### src/rtl/fetch_ctrl.sv
// PC sequencing controller for the PC / instruction-memory pair: streams a
// program into memory in LOAD mode and steps the PC in RUN mode.
module fetch_ctrl #(
  parameter int addr_width  = 8,
  parameter int data_width  = 16,
  parameter int active_edge = 1   // 1 = rising edge (POS_EDGE), 0 = falling edge
) (
  input  logic                  clk,
  input  logic                  rst,
  input  logic                  load_start,
  input  logic                  load_valid,
  input  logic [data_width-1:0] load_data,
  input  logic                  load_last,
  output logic                  load_ready,
  input  logic                  run_start,
  input  logic                  stall,
  input  logic                  jump,
  input  logic [addr_width-1:0] jump_addr,
  input  logic                  halt,
  input  logic [addr_width-1:0] pc,
  output logic [addr_width-1:0] next_pc,
  output logic                  mem_we,
  output logic [data_width-1:0] mem_din,
  output logic [2:0]            state,
  output logic [addr_width:0]   load_count,
  output logic                  load_err
);

  typedef enum logic [2:0] {
    S_IDLE = 3'd0,
    S_ZERO = 3'd1,
    S_LOAD = 3'd2,
    S_RUN  = 3'd3,
    S_HALT = 3'd4
  } state_t;

  localparam logic [addr_width:0]   count_max = {1'b1, {addr_width{1'b0}}};
  localparam logic [addr_width-1:0] top_addr  = {addr_width{1'b1}};

  state_t                state_q, state_d;
  logic                  target_run_q, target_run_d;
  logic [addr_width:0]   count_q, count_d;
  logic                  err_q, err_d;
  logic [addr_width-1:0] pc_inc;
  logic                  clk_int;

  // Registers share the edge the PC/memory block uses.
  assign clk_int = (active_edge != 0) ? clk : ~clk;
  assign pc_inc  = pc + {{(addr_width-1){1'b0}}, 1'b1};

  always_ff @(posedge clk_int or negedge rst) begin
    if (!rst) begin
      state_q      <= S_IDLE;
      target_run_q <= 1'b0;
      count_q      <= '0;
      err_q        <= 1'b0;
    end else begin
      state_q      <= state_d;
      target_run_q <= target_run_d;
      count_q      <= count_d;
      err_q        <= err_d;
    end
  end

  // Load handshake: a word transfers on an active edge where load_valid and
  // load_ready are both high; load_ready is high for every LOAD cycle and
  // load_data must be held stable while load_valid waits for it.
  always_comb begin
    state_d      = state_q;
    target_run_d = target_run_q;
    count_d      = count_q;
    err_d        = err_q;
    next_pc      = pc;
    mem_we       = 1'b0;
    load_ready   = 1'b0;
    mem_din      = load_data;

    unique case (state_q)
      S_IDLE: begin
        if (load_start) begin
          state_d      = S_ZERO;
          target_run_d = 1'b0;
          count_d      = '0;
          err_d        = 1'b0;
        end else if (run_start) begin
          state_d      = S_ZERO;
          target_run_d = 1'b1;
        end
      end
      S_ZERO: begin
        next_pc = '0;
        state_d = target_run_q ? S_RUN : S_LOAD;
      end
      S_LOAD: begin
        load_ready = 1'b1;
        if (load_valid) begin
          mem_we  = 1'b1;
          next_pc = pc_inc;
          if (count_q != count_max) count_d = count_q + 1'b1;
          if (load_last) begin
            state_d = S_IDLE;
          end else if (pc == top_addr) begin
            // Memory is full and the program has not ended: stop and flag it.
            err_d   = 1'b1;
            state_d = S_IDLE;
          end
        end
      end
      S_RUN: begin
        if (stall) begin
          next_pc = pc;
        end else if (halt) begin
          next_pc = pc;
          state_d = S_HALT;
        end else if (jump) begin
          next_pc = jump_addr;
        end else begin
          next_pc = pc_inc;
        end
      end
      S_HALT: begin
        if (run_start) begin
          state_d      = S_ZERO;
          target_run_d = 1'b1;
        end
      end
      default: state_d = S_IDLE;
    endcase
  end

  assign state      = state_q;
  assign load_count = count_q;
  assign load_err   = err_q;

endmodule

### config.mk
export PLATFORM = sky130hd
export DESIGN_NAME = fetch_ctrl
export DESIGN_NICKNAME = d
export VERILOG_FILES = /design/src/rtl/fetch_ctrl.sv
export SDC_FILE = /design/constraint.sdc
export NUM_CORES = 1
export LEC_CHECK = 0
export ABC_AREA = 1
export CAP_MARGIN = 20
export CORE_ASPECT_RATIO = 1.75
export CORE_MARGIN = 3
export CORE_UTILIZATION = 39
export DETAILED_ROUTE_END_ITERATION = 8
export PLACE_DENSITY = 0.86
export SYNTH_ARGS = -nofsm -noshare
export SYNTH_HDL_FRONTEND = slang
export SYNTH_SLANG_ARGS = --single-unit
### constraint.sdc
create_clock -name clk -period 2.12 [get_ports clk]
set_input_delay 0.53 -clock clk [delete_from_list [all_inputs] [get_ports clk]]
set_output_delay 0.53 -clock clk [all_outputs]
set_load 0.05 [all_outputs]
==> flow_metrics.env, run 1 <==
export IMPL_outcome="complete, but fails checks"
export IMPL_violations="setup timing"
export IMPL_synth_area_mux_share_pct=0
export IMPL_clockRootBuffer="clkbuf_8"
export IMPL_drc=0
export IMPL_cp_start_kind="flip-flop"
export IMPL_cts_sinks=14
export IMPL_synth_compound_gate_area_share_pct=4.96
export IMPL_areaGrowthSynthToFinish_pct=60.2
export IMPL_antenna_found_initial=0
export IMPL_slew_headroom_pct=55.3
export IMPL_min_path_type="reg2reg"
export IMPL_io_buffers=47
export IMPL_ir_drop_mv=1.34
export IMPL_rows=28
export IMPL_layout_setup_ws_ps=-86.5
export IMPL_synth_xor_area_share_pct=2.48
export IMPL_synth_top_family_by_area="simple AND/OR/NAND/NOR gates"
export IMPL_cts_hold_buf=0
export IMPL_arrival_ps=1680
export IMPL_initial_utilization_pct=41.1
export IMPL_hpwl_mm=3.14
export IMPL_insertion_delay_ps=250
export IMPL_final_util_pct=65.9
export IMPL_r2r_start="state[1]"
export IMPL_leakagePower_nw=1.09
export IMPL_async_flop_share_pct=100
export IMPL_cts_made_buffers=3
export IMPL_path_class="reg2out"
export IMPL_htree_levels=1
export IMPL_dp_slack_ps=-389
export IMPL_yosysWarnings=0
export IMPL_reg2reg_setup_slack_ps=600
export IMPL_grt_pass1_vias=1714
export IMPL_wirelength_mm=4.34
export IMPL_syn_nets=271
export IMPL_regToRegEndpoint="load_count[1]"
export IMPL_fmax_mhz=453
export IMPL_grt_setup_unrepaired="true"
export IMPL_coreArea_um2=3430
export IMPL_path_max_fanout=6
export IMPL_wl_met3_um=294
export IMPL_ys_seq_area_share_pct=24.8
export IMPL_cts_clk_slew_worst_paths_ps=60
export IMPL_finalSetupViolCount=8
export IMPL_finalMaxSlewViolations=0
export IMPL_synth_edf_count=0
export IMPL_grt_max_degree=15
export IMPL_met1_length_mm=1.45
export IMPL_end_kind="output pin"
export IMPL_gp_congestion=0.800
export IMPL_whs_path_depth=2
export IMPL_viasPerCell=5.03
export IMPL_rr_worst_depth=8
export IMPL_required_ps=1590
export IMPL_highest_layer="met4"
export IMPL_io_pins=80
export IMPL_postSynthCellCount=227
export IMPL_avgSynthCellArea_um2=6.22
export IMPL_maxCapViolations=0
export IMPL_dieWidth_um=51.5
export IMPL_wl_per_cell_um=13.4
export IMPL_diodes=0
export IMPL_min_delay_start="load_err"
export IMPL_period_share_pct=104
export IMPL_antenna_left=0
export IMPL_tritoncts="yes"
export IMPL_powerDensity_nw_per_um2=1300
export IMPL_grt_use_total_pct=20.9
export IMPL_wl_met2_mm=2.49
export IMPL_yosysUniqueCellTypes=25
export IMPL_vias=1626
export IMPL_final_hold_viol_count=0
export IMPL_period_needed_ps=2210
export IMPL_die_area_um2=4410
export IMPL_synthAdderAreaFrac_pct=2.66
export IMPL_drt_initial_drc_count=29
export IMPL_nNetsFinal=323
export IMPL_grt_pass1_wl_mm=7.25
export IMPL_drive_above_1_share_pct=33.8
export IMPL_cts_buffer_depth=2
export IMPL_worst_pin_slew_ps=668
export IMPL_first_pass_iters=4
export IMPL_die_y_um=85.6
export IMPL_synthFlopType="dfrtp_1"
export IMPL_synth_seq_cells=14
export IMPL_synth_simple_area_share_pct=47.5
export IMPL_final_setup_skew_ps=0.955
export IMPL_hold_end="load_err"
export IMPL_syn_area_um2=1410
export IMPL_overflow=0
==> synth_stat cells (all sizes together), types with 2 or more instances <==
cell / number / area share, %
a21oi: 4 / 1.4
buf: 18 / 10
dfrtp: 14 / 25
ha: 3 / 2.7
inv: 28 / 7.4
nand2: 80 / 23
nand3: 25 / 10
nand4: 5 / 2.2
nor2: 35 / 11
o21ai: 6 / 2.4
or2: 2 / 0.89
xnor2: 2 / 1.2
xor2: 2 / 1.2
==> sequential cells by signal, summed over array words and instances (netlist names) <==
name / flops
load_err: 1
target_run_q: 1
load_count: 9
state: 3
==> kinds of logic after synthesis <==
| logic type | Yosys count |
|---|---|
| AND/OR/NAND/NOR | 148 |
| buffers and inverters | 46 |
| flip-flops | 14 |
| AO/OA/AOI/OAI | 12 |
| XOR/XNOR | 4 |
| adder cells (fa/ha/maj) | 3 |
==> power breakdown <==
part           internal (W)  total [W]  leakage, nW  switching (W)
combinational      0.000895    0.00225        0.877        0.00136
sequential         0.000326   0.000430        0.185       0.000104
clock              0.000165   0.000265       0.0288       0.000101
==> what timing repair did <==
action,CTS,global route
setup buffers,2,0
gates resized for setup,38,20
pin swaps,16,4
cloned,1,0
endpoints found under the setup margin,8,10
==> final cells by class <==
cell class                      count  area (um^2)
Clock buffer                        4         55.1
Tap cell                           45         56.3
Inverter                           28          108
Timing Repair Buffer               64          663
Multi-Input combinational cell    168         1020
Sequential cell                    14          354
Fill cell                         299         1170
==> metrics by stage <==
step	total power (W)	hold WS (ps)	instances	TNS [ps]	area, um^2
final	0.00295	514	323	-422	2260
after global routing	0.00309	576	323	-855	2260
after CTS	0.00289	520	323	-243	2220
after detailed placement	0.00253	507	316	-2330	2060
after global placement	0.00250	483	316	-2080	2060
after floorplan	0.00174	234	227	-1630	1480
==> metal layers <==
metal	vias up	global-route usage [%]
li1	800	-
met4	0	10.5
met1	756	19.9
met3	10	4.00
met2	60	40.1
met5	-	0
==> critical path: stages, from the launching register on <==
cell and delay, ps:
dfrtp_2 430, inv_4 70, nor3_4 230, nand2_2 140
nand2_4 150, nand2_1 60, nand2_1 60, nand2_1 60
nand2_2 80, buf_12 130
==> placed cells by master, fill, tap and decap left out, types with 5 or more instances in the layout <==
master	netlist	routed
nor2_4	2	5
buf_4	16	23
inv_1	27	24
nand2_1	75	66
nand2_4	2	6
buf_12	0	10
nand2_2	3	9
clkdlybuf4s50_1	0	18
dfrtp_1	14	11
nand3_4	1	7
nand4_1	5	5
nor2_1	31	22
o21ai_0	5	5
dlygate4sd2_1	0	8
nor2_2	2	8
nand3_1	23	14
==> worst max path at each step <==
stage | startpoint | to | cells past startpoint | slack, ps
after CTS | state[2] | next_pc[4] | 8 | -40
final | state[1] | next_pc[4] | 9 | -90
after floorplan | state[1] | next_pc[2] | 7 | -310
after global placement | pc[1] | next_pc[6] | 8 | -340
after global routing | state[1] | next_pc[5] | 9 | -130
after detailed placement | pc[1] | next_pc[6] | 8 | -390
Power figures use the tool's default switching activity.
==> inputs of run 2 (changes only) <==
clock period = 2.1 ns   (was 2.12 ns; I/O delays follow)
==> run 2 against run 1 <==
The flow still finishes with violations (setup timing). Worst setup slack improved by 52 ps. Global-route usage rose by 0.34 points. Clock power rose by 2%. First-iteration DRC count rose by 69%. Design area fell by 1.2%. Worst hold slack barely moved. Wire length fell by 6.1%. Critical path depth fell by 2. Die area did not move. Largest cell class unchanged. Highest routed layer unchanged.
==> flow_metrics.env, run 2 (synthesis gave the netlist of run 1 again) <==
export IMPL_min_delay_start="load_err"
export IMPL_period_share_pct=102
export IMPL_period_needed_ps=2130
export IMPL_path_max_fanout=7
export IMPL_dieWidth_um=51.5
export IMPL_viasPerCell=4.96
export IMPL_areaGrowthSynthToFinish_pct=58.2
export IMPL_reg2reg_setup_slack_ps=510
export IMPL_fmax_mhz=468
export IMPL_coreArea_um2=3430
export IMPL_whs_path_depth=2
export IMPL_io_pins=80
export IMPL_grt_pass1_vias=1745
export IMPL_finalSetupViolCount=5
export IMPL_path_delay_family="simple AND/OR/NAND/NOR gates"
export IMPL_min_path_type="reg2reg"
export IMPL_drc=0
export IMPL_antenna_left=0
export IMPL_cp_start_kind="flip-flop"
export IMPL_powerDensity_nw_per_um2=1350
export IMPL_tritoncts="yes"
export IMPL_final_util_pct=65.1
export IMPL_crit_path_cell_trace="nor2_1 > nor2_2 > buf_4 > nand3_4 > nand2_1 > nand3_4 > buf_12"
export IMPL_slowest_stage="dfrtp_2"
export IMPL_slowest_delay_ps=460
export IMPL_insertion_delay_ps=250
export IMPL_nNetsFinal=327
export IMPL_path_class="reg2out"
export IMPL_setup_tns_ps=-106
export IMPL_layout_setup_ws_ps=-34.9
export IMPL_rr_worst_depth=10
export IMPL_ir_drop_mv=1.37
export IMPL_critPathBufInv=2
export IMPL_worst_pin_slew_ps=664
export IMPL_grt_use_total_pct=21.2
export IMPL_placement_cell_area_um2=2050
export IMPL_htree_levels=1
export IMPL_fillers=294
export IMPL_diodes=0
export IMPL_cts_made_buffers=3
export IMPL_layout_commonest_cell="nand2_1"
export IMPL_cts_buffer_depth=2
export IMPL_clockRootBuffer="clkbuf_8"
export IMPL_cp_depth=7
export IMPL_largest_register_ffs=9
export IMPL_vias=1623
export IMPL_cts_clk_slew_worst_paths_ps=60
export IMPL_holdWs_ps=514
export IMPL_arrival_ps=1610
export IMPL_final_hold_viol_count=0
export IMPL_hold_end="load_err"
export IMPL_drt_initial_drc_count=49
export IMPL_io_buffers=47
export IMPL_hpwl_mm=3.12
export IMPL_finalMaxSlewViolations=0
export IMPL_cts_sinks=14
export IMPL_slew_headroom_pct=55.6
export IMPL_antenna_found_initial=0
export IMPL_rows=28
export IMPL_cp_common_cell="nand3_4"
export IMPL_wirelength_mm=4.08
export IMPL_grt_setup_unrepaired="true"
export IMPL_required_ps=1570
export IMPL_first_pass_iters=4
export IMPL_outcome="complete, but fails checks"
export IMPL_overflow=0
export IMPL_die_y_um=85.6
export IMPL_end_kind="output pin"
export IMPL_gp_congestion=0.785
export IMPL_final_setup_skew_ps=2.94
export IMPL_layout_common_cells="nand2_1, buf_4, nor2_1, inv_1, nand3_1"
export IMPL_drive_above_1_share_pct=34.4
export IMPL_r2r_start="load_count[0]"
export IMPL_wl_per_cell_um=12.5
export IMPL_post_route_cell_area_um2=2230
export IMPL_die_area_um2=4410
export IMPL_grt_max_degree=15
export IMPL_regToRegEndpoint="load_count[4]"
export IMPL_leakagePower_nw=1.09
export IMPL_maxCapViolations=0
export IMPL_grt_pass1_wl_mm=7.31
export IMPL_violations="setup timing"
export IMPL_initial_utilization_pct=41.1
==> run 2: cell count changes in the layout (fill, tap and decap cells not counted), sizes merged <==
cell           previous run  this run
dlygate4sd2               8         5
clkdlybuf4s15             0         3
dlymetal6s2s              2         1
buf                      34        44
clkdlybuf4s50            18        13
==> run 2: power by group <==
group,switching (W),leakage [nW],internal [W],total (W)
clock network,0.000103,0.0288,0.000166,0.000270
logic,0.00137,0.875,0.000948,0.00232
registers,0.0000979,0.185,0.000329,0.000427
==> run 2: layout make-up <==
type	count	area, um^2	share of cell area (%)
tap	45	56.3	2.52
sequential	14	354	15.9
clock buffer	4	55.1	2.46
inverter	28	108	4.82
multi-input combinational	168	978	43.8
timing repair buffer	68	682	30.5
==> run 2: metal layers <==
layer / wire length (um) / track usage, % / share of wire [%]
met1: 1370 / 20.3 / 33
met2: 2310 / 40.6 / 57
met3: 315 / 4.35 / 7.7
met4: 83 / 10.5 / 2.0
met5: 0 / 0 / 0
==> run 2: worst max-delay path by stage <==
stage | startpoint | endpoint | slack, ps
floorplan | state[1] | next_pc[2] | -330
global placement | pc[1] | next_pc[6] | -350
detailed placement | pc[1] | next_pc[6] | -390
CTS | state[0] | next_pc[4] | -40
global route | state[0] | next_pc[4] | -130
finish | state[0] | next_pc[6] | -30
==> run 2: timing repair <==
item,CTS,global route
setup buffers,6,0
resized for setup,34,11
endpoints found under the hold margin,0,0
hold buffers,0,0
cloned,1,0
setup endpoints to repair,8,9
pin swaps,15,10
==> run 2: through the flow <==
stage	power [W]	setup WS, ps	cells
after floorplan	0.00175	-326	227
after global placement	0.00253	-351	316
after detailed placement	0.00257	-387	316
after CTS	0.00300	-42.4	327
after global routing	0.00319	-127	327
final	0.00302	-34.9	327
==> run 2: worst register-to-register path, stage by stage (launching register included) <==
cell,delay [ps]
dfrtp_1,430
inv_1,120
ha_1,210
nand2_1,60
nor2_1,40
nand2_1,60
nand2_1,60
nand2_2,200
nand2_4,140
nand2_1,100
nand2_1,60
